File: config.mk
export PLATFORM = sky130hd
export DESIGN_NAME = multi_lfo_core_flat
export DESIGN_NICKNAME = d
export VERILOG_FILES = /design/src/rtl/multi_lfo_if.sv /design/src/rtl/multi_lfo_core.sv /design/src/flat_wrapper.sv
export SDC_FILE = /design/constraint.sdc
export NUM_CORES = 1
export LEC_CHECK = 0
export BUFFER_PORTS_ARGS = -buffer_cell sky130_fd_sc_hd__buf_2
export CAP_MARGIN = 20
export CORE_MARGIN = 2
export CORE_UTILIZATION = 40
export DETAILED_ROUTE_END_ITERATION = 10
export HOLD_SLACK_MARGIN = 0.06
export PLACE_DENSITY = 0.71
export SYNTH_ARGS = -nofsm -noshare
export SYNTH_HDL_FRONTEND = slang
export SYNTH_SLANG_ARGS = --single-unit
File: constraint.sdc
create_clock -name clk -period 6.1 [get_ports clk]
set_input_delay 1.22 -clock clk [delete_from_list [all_inputs] [get_ports clk]]
set_output_delay 1.22 -clock clk [all_outputs]
set_load 0.02 [all_outputs]
File: src/rtl/multi_lfo_if.sv
// multi_lfo_if: valid/ready sample stream from the LFO engine to the DAC side.
//   out_valid  master->slave  sample available
//   out_ready  slave->master  consumer accepts the sample this cycle
//   out_chan   master->slave  channel index of out_data
//   out_data   master->slave  unsigned sample
interface multi_lfo_if #(
  parameter int DATA_W = 12,
  parameter int CHAN_W = 1
);
  logic              out_valid;
  logic              out_ready;
  logic [CHAN_W-1:0] out_chan;
  logic [DATA_W-1:0] out_data;

  modport master (
    output out_valid,
    output out_chan,
    output out_data,
    input  out_ready
  );

  modport slave (
    input  out_valid,
    input  out_chan,
    input  out_data,
    output out_ready
  );
endinterface

File: src/rtl/multi_lfo_core.sv
// multi_lfo_core: N-channel LFO engine.
// A common sample tick advances every channel's phase accumulator. A scan FSM
// then computes each channel's depth-scaled sample in turn and presents it on
// a valid/ready stream.
//   clk       system clock
//   rst       synchronous, active-high reset
//   sync      one-cycle pulse, zeroes all phases (wins over a same-cycle tick)
//   en        per-channel enable (disabled channel: phase 0, output MID)
//   shape     per-channel shape index, channel c at [3c+2:3c]
//   depth     per-channel depth index 0..7, channel c at [3c+2:3c]
//   freq      per-channel frequency index 0..255, channel c at [8c+7:8c]
//   out_if    sample stream (out_valid/out_ready/out_chan/out_data)
//   rate_led  registered phase MSB per channel
//   overrun   sticky, set when a tick arrives while a scan is in progress
module multi_lfo_core #(
  parameter int CHANNELS   = 2,
  parameter int DATA_W     = 12,
  parameter int PHASE_W    = 24,
  parameter int INC_UNIT   = 1,
  parameter int SAMPLE_DIV = 1000
) (
  input  logic                    clk,
  input  logic                    rst,
  input  logic                    sync,
  input  logic [CHANNELS-1:0]     en,
  input  logic [3*CHANNELS-1:0]   shape,
  input  logic [3*CHANNELS-1:0]   depth,
  input  logic [8*CHANNELS-1:0]   freq,
  multi_lfo_if.master             out_if,
  output logic [CHANNELS-1:0]     rate_led,
  output logic                    overrun
);

  localparam int CHAN_W = (CHANNELS > 1) ? $clog2(CHANNELS) : 1;
  localparam int CNT_W  = $clog2(SAMPLE_DIV);
  localparam logic [DATA_W-1:0] MID = {1'b1, {(DATA_W-1){1'b0}}};
  localparam logic [15:0] LFSR_SEED = 16'hACE1;

  typedef enum logic [1:0] {
    ST_IDLE,
    ST_CALC,
    ST_PRESENT
  } state_t;

  // ---------------------------------------------------------------------
  // Sample tick
  // ---------------------------------------------------------------------
  logic [CNT_W-1:0] cnt_reg;
  logic             tick;

  assign tick = (cnt_reg == CNT_W'(SAMPLE_DIV - 1));

  always_ff @(posedge clk) begin
    if (rst) begin
      cnt_reg <= '0;
    end else if (tick) begin
      cnt_reg <= '0;
    end else begin
      cnt_reg <= cnt_reg + CNT_W'(1);
    end
  end

  // ---------------------------------------------------------------------
  // Free-running LFSR (Fibonacci, taps 16,14,13,11), source for random shape
  // ---------------------------------------------------------------------
  logic [15:0] lfsr_reg;
  logic        lfsr_fb;

  assign lfsr_fb = lfsr_reg[15] ^ lfsr_reg[13] ^ lfsr_reg[12] ^ lfsr_reg[10];

  always_ff @(posedge clk) begin
    if (rst) begin
      lfsr_reg <= LFSR_SEED;
    end else begin
      lfsr_reg <= {lfsr_reg[14:0], lfsr_fb};
    end
  end

  // ---------------------------------------------------------------------
  // Phase accumulators, random sample-and-hold, rate LEDs
  // ---------------------------------------------------------------------
  logic [PHASE_W-1:0] phase_reg [CHANNELS];
  logic [DATA_W-1:0]  rnd_reg   [CHANNELS];
  logic [CHANNELS-1:0] rate_led_reg;
  // One extra bit on the sum so bit PHASE_W is the wrap carry.
  logic [PHASE_W:0]   inc_w     [CHANNELS];
  logic [PHASE_W:0]   sum_w     [CHANNELS];

  for (genvar gi = 0; gi < CHANNELS; gi++) begin : g_chan
    assign inc_w[gi] = (PHASE_W+1)'((freq[8*gi +: 8] + 9'd1) * INC_UNIT);
    assign sum_w[gi] = {1'b0, phase_reg[gi]} + inc_w[gi];
  end

  always_ff @(posedge clk) begin
    if (rst) begin
      for (int c = 0; c < CHANNELS; c++) begin
        phase_reg[c] <= '0;
        rnd_reg[c]   <= '0;
      end
      rate_led_reg <= '0;
    end else begin
      for (int c = 0; c < CHANNELS; c++) begin
        if (sync) begin
          phase_reg[c] <= '0;
        end else if (tick) begin
          if (en[c]) begin
            phase_reg[c] <= sum_w[c][PHASE_W-1:0];
            if (sum_w[c][PHASE_W]) begin
              rnd_reg[c] <= lfsr_reg[15 -: DATA_W];
            end
          end else begin
            phase_reg[c] <= '0;
          end
        end
        rate_led_reg[c] <= phase_reg[c][PHASE_W-1];
      end
    end
  end

  assign rate_led = rate_led_reg;

  // ---------------------------------------------------------------------
  // Sample computation for the channel currently being scanned
  // ---------------------------------------------------------------------
  state_t              state_reg;
  logic [CHAN_W-1:0]   idx_reg;
  logic                out_valid_reg;
  logic [CHAN_W-1:0]   out_chan_reg;
  logic [DATA_W-1:0]   out_data_reg;
  logic                overrun_reg;

  logic [2:0]          shape_sel;
  logic [2:0]          depth_sel;
  logic                en_sel;
  logic [PHASE_W-1:0]  phase_sel;
  logic [DATA_W-1:0]   rnd_sel;
  logic [DATA_W-1:0]   p_w;
  logic [DATA_W-1:0]   t_w;
  logic                m_w;
  logic [DATA_W-1:0]   wave_w;
  logic signed [DATA_W+3:0] d_s;
  logic signed [DATA_W+3:0] k_s;
  logic signed [DATA_W+3:0] prod_s;
  logic signed [DATA_W+3:0] scaled_s;
  logic [DATA_W-1:0]   sample_w;

  // Compare-based mux rather than array indexing so idx never addresses
  // beyond CHANNELS when CHANNELS is not a power of two.
  always_comb begin
    shape_sel = '0;
    depth_sel = '0;
    en_sel    = 1'b0;
    phase_sel = '0;
    rnd_sel   = '0;
    for (int c = 0; c < CHANNELS; c++) begin
      if (idx_reg == CHAN_W'(c)) begin
        shape_sel = shape[3*c +: 3];
        depth_sel = depth[3*c +: 3];
        en_sel    = en[c];
        phase_sel = phase_reg[c];
        rnd_sel   = rnd_reg[c];
      end
    end
  end

  assign p_w = phase_sel[PHASE_W-1 -: DATA_W];
  assign t_w = phase_sel[PHASE_W-2 -: DATA_W];
  assign m_w = phase_sel[PHASE_W-1];

  always_comb begin
    wave_w = MID;
    case (shape_sel)
      3'd0:    wave_w = m_w ? ~t_w : t_w;
      3'd1:    wave_w = p_w;
      3'd2:    wave_w = ~p_w;
      3'd3:    wave_w = m_w ? {DATA_W{1'b1}} : {DATA_W{1'b0}};
      3'd4:    wave_w = rnd_sel;
      default: wave_w = MID;
    endcase
  end

  // Depth scaling around MID: out = MID + ((wave-MID)*(depth+1)) >>> 3.
  // |wave-MID| <= 2^(DATA_W-1), times 8 still fits DATA_W+4 signed bits,
  // and the result stays within 0..2^DATA_W-1, so a DATA_W-bit add is exact.
  always_comb begin
    d_s      = $signed({4'b0000, wave_w}) - $signed({4'b0000, MID});
    k_s      = $signed((DATA_W+4)'(depth_sel) + (DATA_W+4)'(1));
    prod_s   = d_s * k_s;
    scaled_s = prod_s >>> 3;
    sample_w = en_sel ? (MID + scaled_s[DATA_W-1:0]) : MID;
  end

  // ---------------------------------------------------------------------
  // Scan FSM
  // ---------------------------------------------------------------------
  always_ff @(posedge clk) begin
    if (rst) begin
      state_reg     <= ST_IDLE;
      idx_reg       <= '0;
      out_valid_reg <= 1'b0;
      out_chan_reg  <= '0;
      out_data_reg  <= '0;
      overrun_reg   <= 1'b0;
    end else begin
      // A tick that finds a scan still running is dropped and flagged.
      if (tick && (state_reg != ST_IDLE)) begin
        overrun_reg <= 1'b1;
      end
      case (state_reg)
        ST_IDLE: begin
          if (tick) begin
            idx_reg   <= '0;
            state_reg <= ST_CALC;
          end
        end
        ST_CALC: begin
          out_data_reg  <= sample_w;
          out_chan_reg  <= idx_reg;
          out_valid_reg <= 1'b1;
          state_reg     <= ST_PRESENT;
        end
        ST_PRESENT: begin
          if (out_if.out_ready) begin
            out_valid_reg <= 1'b0;
            if (idx_reg == CHAN_W'(CHANNELS - 1)) begin
              state_reg <= ST_IDLE;
            end else begin
              idx_reg   <= idx_reg + CHAN_W'(1);
              state_reg <= ST_CALC;
            end
          end
        end
        default: begin
          state_reg <= ST_IDLE;
        end
      endcase
    end
  end

  assign out_if.out_valid = out_valid_reg;
  assign out_if.out_chan  = out_chan_reg;
  assign out_if.out_data  = out_data_reg;
  assign overrun          = overrun_reg;

endmodule

File: src/flat_wrapper.sv
// flat-port wrapper written by rule: the top's interface ports become plain ports
module multi_lfo_core_flat 
#(
  parameter int CHANNELS   = 2,
  parameter int DATA_W     = 12,
  parameter int PHASE_W    = 24,
  parameter int INC_UNIT   = 1,
  parameter int SAMPLE_DIV = 1000
)
  (clk, rst, sync, en, shape, depth, freq, rate_led, overrun, out_if_out_valid, out_if_out_chan, out_if_out_data, out_if_out_ready);
  multi_lfo_if #(.DATA_W(DATA_W), .CHAN_W(1)) out_if_i ();
  input  logic clk;
  input  logic rst;
  input  logic sync;
  input  logic [CHANNELS-1:0] en;
  input  logic [3*CHANNELS-1:0] shape;
  input  logic [3*CHANNELS-1:0] depth;
  input  logic [8*CHANNELS-1:0] freq;
  output logic [CHANNELS-1:0] rate_led;
  output logic overrun;
  output wire logic [$bits(out_if_i.out_valid)-1:0] out_if_out_valid;
  output wire logic [$bits(out_if_i.out_chan)-1:0] out_if_out_chan;
  output wire logic [$bits(out_if_i.out_data)-1:0] out_if_out_data;
  input wire logic [$bits(out_if_i.out_ready)-1:0] out_if_out_ready;
  assign out_if_out_valid = out_if_i.out_valid;
  assign out_if_out_chan = out_if_i.out_chan;
  assign out_if_out_data = out_if_i.out_data;
  assign out_if_i.out_ready = out_if_out_ready;
  multi_lfo_core #(.CHANNELS(CHANNELS), .DATA_W(DATA_W), .PHASE_W(PHASE_W), .INC_UNIT(INC_UNIT), .SAMPLE_DIV(SAMPLE_DIV)) u_core (.clk(clk), .rst(rst), .sync(sync), .en(en), .shape(shape), .depth(depth), .freq(freq), .out_if(out_if_i), .rate_led(rate_led), .overrun(overrun));
endmodule
==> results_dict.tcl <==
set metrics [dict create \
    outcome "finished clean" \
    finalSetupTns_ns 0 \
    postCtsHoldBufs 0 \
    cts.sinks 118 \
    place_inst 1171 \
    insertedDiodeCount 0 \
    worstMarginPinSlew_ns 1.02 \
    grt_overflow 0 \
    pwr-share-seq 0.389 \
    hold_viol_final 0 \
    cp_num_buf_inv 4 \
    switching_share 0.252 \
    fill_cells 1860 \
    drive_gt1_frac 0.148 \
    die_height_um 146 \
    slew_headroom 0.315 \
    drt_pass1_iterations 5 \
    synth_seq_cells 118 \
    vias 6189 \
    die_w_um 146 \
    io_pins 51 \
    drc 0 \
    avgViaCountPerCell 5.14 \
    fmax_mhz 177 \
    fin_crit_sh 0.927 \
    cts_tree "done" \
    required_ns 6.39 \
    final.min_clock_period_ns 5.65 \
    p_sw_uw 587 \
    finalNonFillerCells 1204 \
    dp_hpwl_um 12800 \
    fp.dieArea_um2 21400 \
    synth_nets 956 \
    finalNetCount 1026 \
    rr_worst_depth 20 \
    clk_latency_ns 0.42 \
    cap_violations 0 \
    syn2layout_area_growth_pct 16.5 \
    final_common_cell "nor2_1" \
    antenna_found_initial 0 \
    clk_pin_slew_ns 0.05 \
    layout_common_cells "nor2_1 (119), inv_1 (73), edfxtp_1 (72)" \
    whs_path_depth 1 \
    drt_iter0_drc 485 \
    critPathLaunchType "input port" \
    grt_setup_unrepaired "no" \
    largest_reg_flops 48 \
    numCtsBuffers 17 \
    grt_pass1_vias 5795 \
    yosysWarnings 0 \
    htreeDepth 4 \
    cts-root-buf "clkbuf_16" \
    end_kind "flop" \
    core_area_um2 20000 \
    initial_core_util 0.404 \
    port_buffers 50 \
    grt_max_degree 37 \
    cp_top_family "compound AO/OA/AOI/OAI gates" \
    peakVddDrop_uv 150 \
    p_leak_uw 0.00387 \
    setup-violations-final 0 \
    p_per_area_nw_per_um2 247 \
    cp_cell_sequence "buf_2 -> nor2_1 -> a21oi_1 -> or2_2 -> inv_1 -> a22o_1 -> nor3_1 -> nor2_1 -> ha_1 -> inv_1 -> fa_1 -> fa_1 -> inv_1 -> ha_1 -> nor2b_1 -> o21ai_0 -> a21boi_1 -> o21ai_0 -> a21boi_1 -> o21ai_0 -> a21oi_1 -> o41ai_2 -> xnor2_1 -> a21oi_1" \
    syn_inst 851 \
    rows 52 \
    power.share.clock 0.442 \
    grt_pass1_wl_um 28400 \
    synth_area_um2 8090 \
    syn_avg_cell_area_um2 9.51 \
    fin_total_pwr_uw 2330 \
    synthFlopType "edfxtp_1" \
    drt_wl_total_um 17000 \
    synth-async-reset-ratio 0 \
    cp.depth 24 \
    dp_slack_ns -0.0672 \
    hold_class "flop to flop" \
    gp_congestion 0.905 \
    cpPeakStageDelay_ns 0.57 \
    yosysSeqAreaShare 0.381 \
    post-synth-top-area-cell "edfxtp_1" \
    ys_types 63 \
    worstSetupPathType "input port to flop" \
    combPwrFrac 0.169 \
    grt_usage 0.163 \
    cp_max_fo 9 \
    synth_area_leaders "edfxtp_1 (27%), dfxtp_1 (11%), ha_1 (7.3%), xnor2_1 (6.5%), fa_1 (5.9%)" \
    fin_ws_ns 0.447 \
    clock_path_buffers 2 \
    fin_skew_ns 0.0101 \
    synth_top_area_frac 0.267 \
    ant_nets 0 \
    cp.arrival_ns 5.94 \
    intPower_uw 1740 \
    slew_viol_final 0 \
    cp_slowest_cell "fa_1" \
    wire_per_inst_um 14.1 \
    synth_edf_count 72 \
]
-- cell type report --
type	instances	area, um^2	share of cell area
clock buffers	28	581	0.0616
multi-input cells	629	4600	0.488
flip-flops and latches	118	3090	0.327
clock inverters	4	50.0	0.00531
inverters	76	285	0.0303
repair buffers	79	488	0.0518
well taps	270	338	0.0358
-- final timing paths --
| path | startpoint | to | slack [ns] |
|---|---|---|---|
| worst max-delay path | shape[4] | u_core.out_if.out_data[11] | 0.45 |
| worst min register to register | u_core.lfsr_reg[4] | u_core.lfsr_reg[5] | 0.43 |
| worst min-delay path | u_core.lfsr_reg[4] | u_core.lfsr_reg[5] | 0.43 |
| worst max register to register | u_core.idx_reg | u_core.out_if.out_data[10] | 0.62 |
-- stage by stage --
step | utilization | hold WS (ns) | cell area, um^2
after floorplan | - | 0.406 | 8090
after global placement | 0.438 | 0.418 | 8770
after detailed placement | 0.438 | 0.419 | 8770
after CTS | 0.469 | 0.432 | 9400
after global routing | 0.470 | 0.445 | 9430
final | 0.470 | 0.429 | 9430
-- per-layer routing --
layer,wire length [um],vias up,GRT usage
li1,-,3094,-
met1,8050,2955,0.221
met2,7960,123,0.266
met3,753,17,0.0325
met4,211,0,0.0476
met5,0,-,0
-- worst reg2reg max path: cells and delay by family, from the launching register on --
kind | cells | cell delay, ns
AOI/OAI and AO/OA | 8 | 1.64
xor gates and xnor gates | 1 | 0.12
adders and majority gates | 4 | 1.67
buffers and inverters | 3 | 0.37
DFF | 1 | 0.54
muxes | 1 | 0.62
and+or+nand+nor | 3 | 0.41
-- Yosys cell counts (5+ instances only) --
| cell type | count |
|---|---|
| edfxtp_1 | 72 |
| o21bai_1 | 10 |
| mux2_2 | 6 |
| xor2_1 | 24 |
| xnor2_1 | 60 |
| a21oi_1 | 40 |
| nand4b_1 | 7 |
| nor2_1 | 119 |
| o21ai_0 | 23 |
| or2_2 | 12 |
| a21o_1 | 9 |
| o22ai_1 | 5 |
| or3_1 | 10 |
| ha_1 | 47 |
| and3_1 | 13 |
| nand2b_1 | 9 |
| a22oi_1 | 5 |
| a211oi_1 | 12 |
| nor3_1 | 12 |
| nand4_1 | 5 |
| mux2i_1 | 25 |
| fa_1 | 24 |
| clkbuf_1 | 21 |
| nand3_1 | 30 |
| nand2_1 | 41 |
| nor2b_1 | 29 |
| dfxtp_1 | 46 |
| inv_1 | 73 |
-- power by group through the flow --
stage / clock network, uW / registers, uW / logic [uW]
finish: 1030 / 906 / 393
global route: 1080 / 909 / 443
CTS: 1040 / 906 / 395
detailed placement: 0 / 921 / 390
global placement: 0 / 920 / 384
floorplan: 0 / 912 / 283
-- kinds of logic after synthesis --
family,share of synthesized area
xor+xnor,0.0909
flops,0.381
mux,0.0411
simple gates,0.189
fa+ha+maj,0.132
compound gates,0.115
buf+inv,0.0515
-- what timing repair did --
action / CTS / global route
buffers inserted: 0 / 0
endpoints found under the setup margin: 0 / 1
gates resized for setup: 0 / 2
Note: power is estimated with default switching activity, not from simulation.
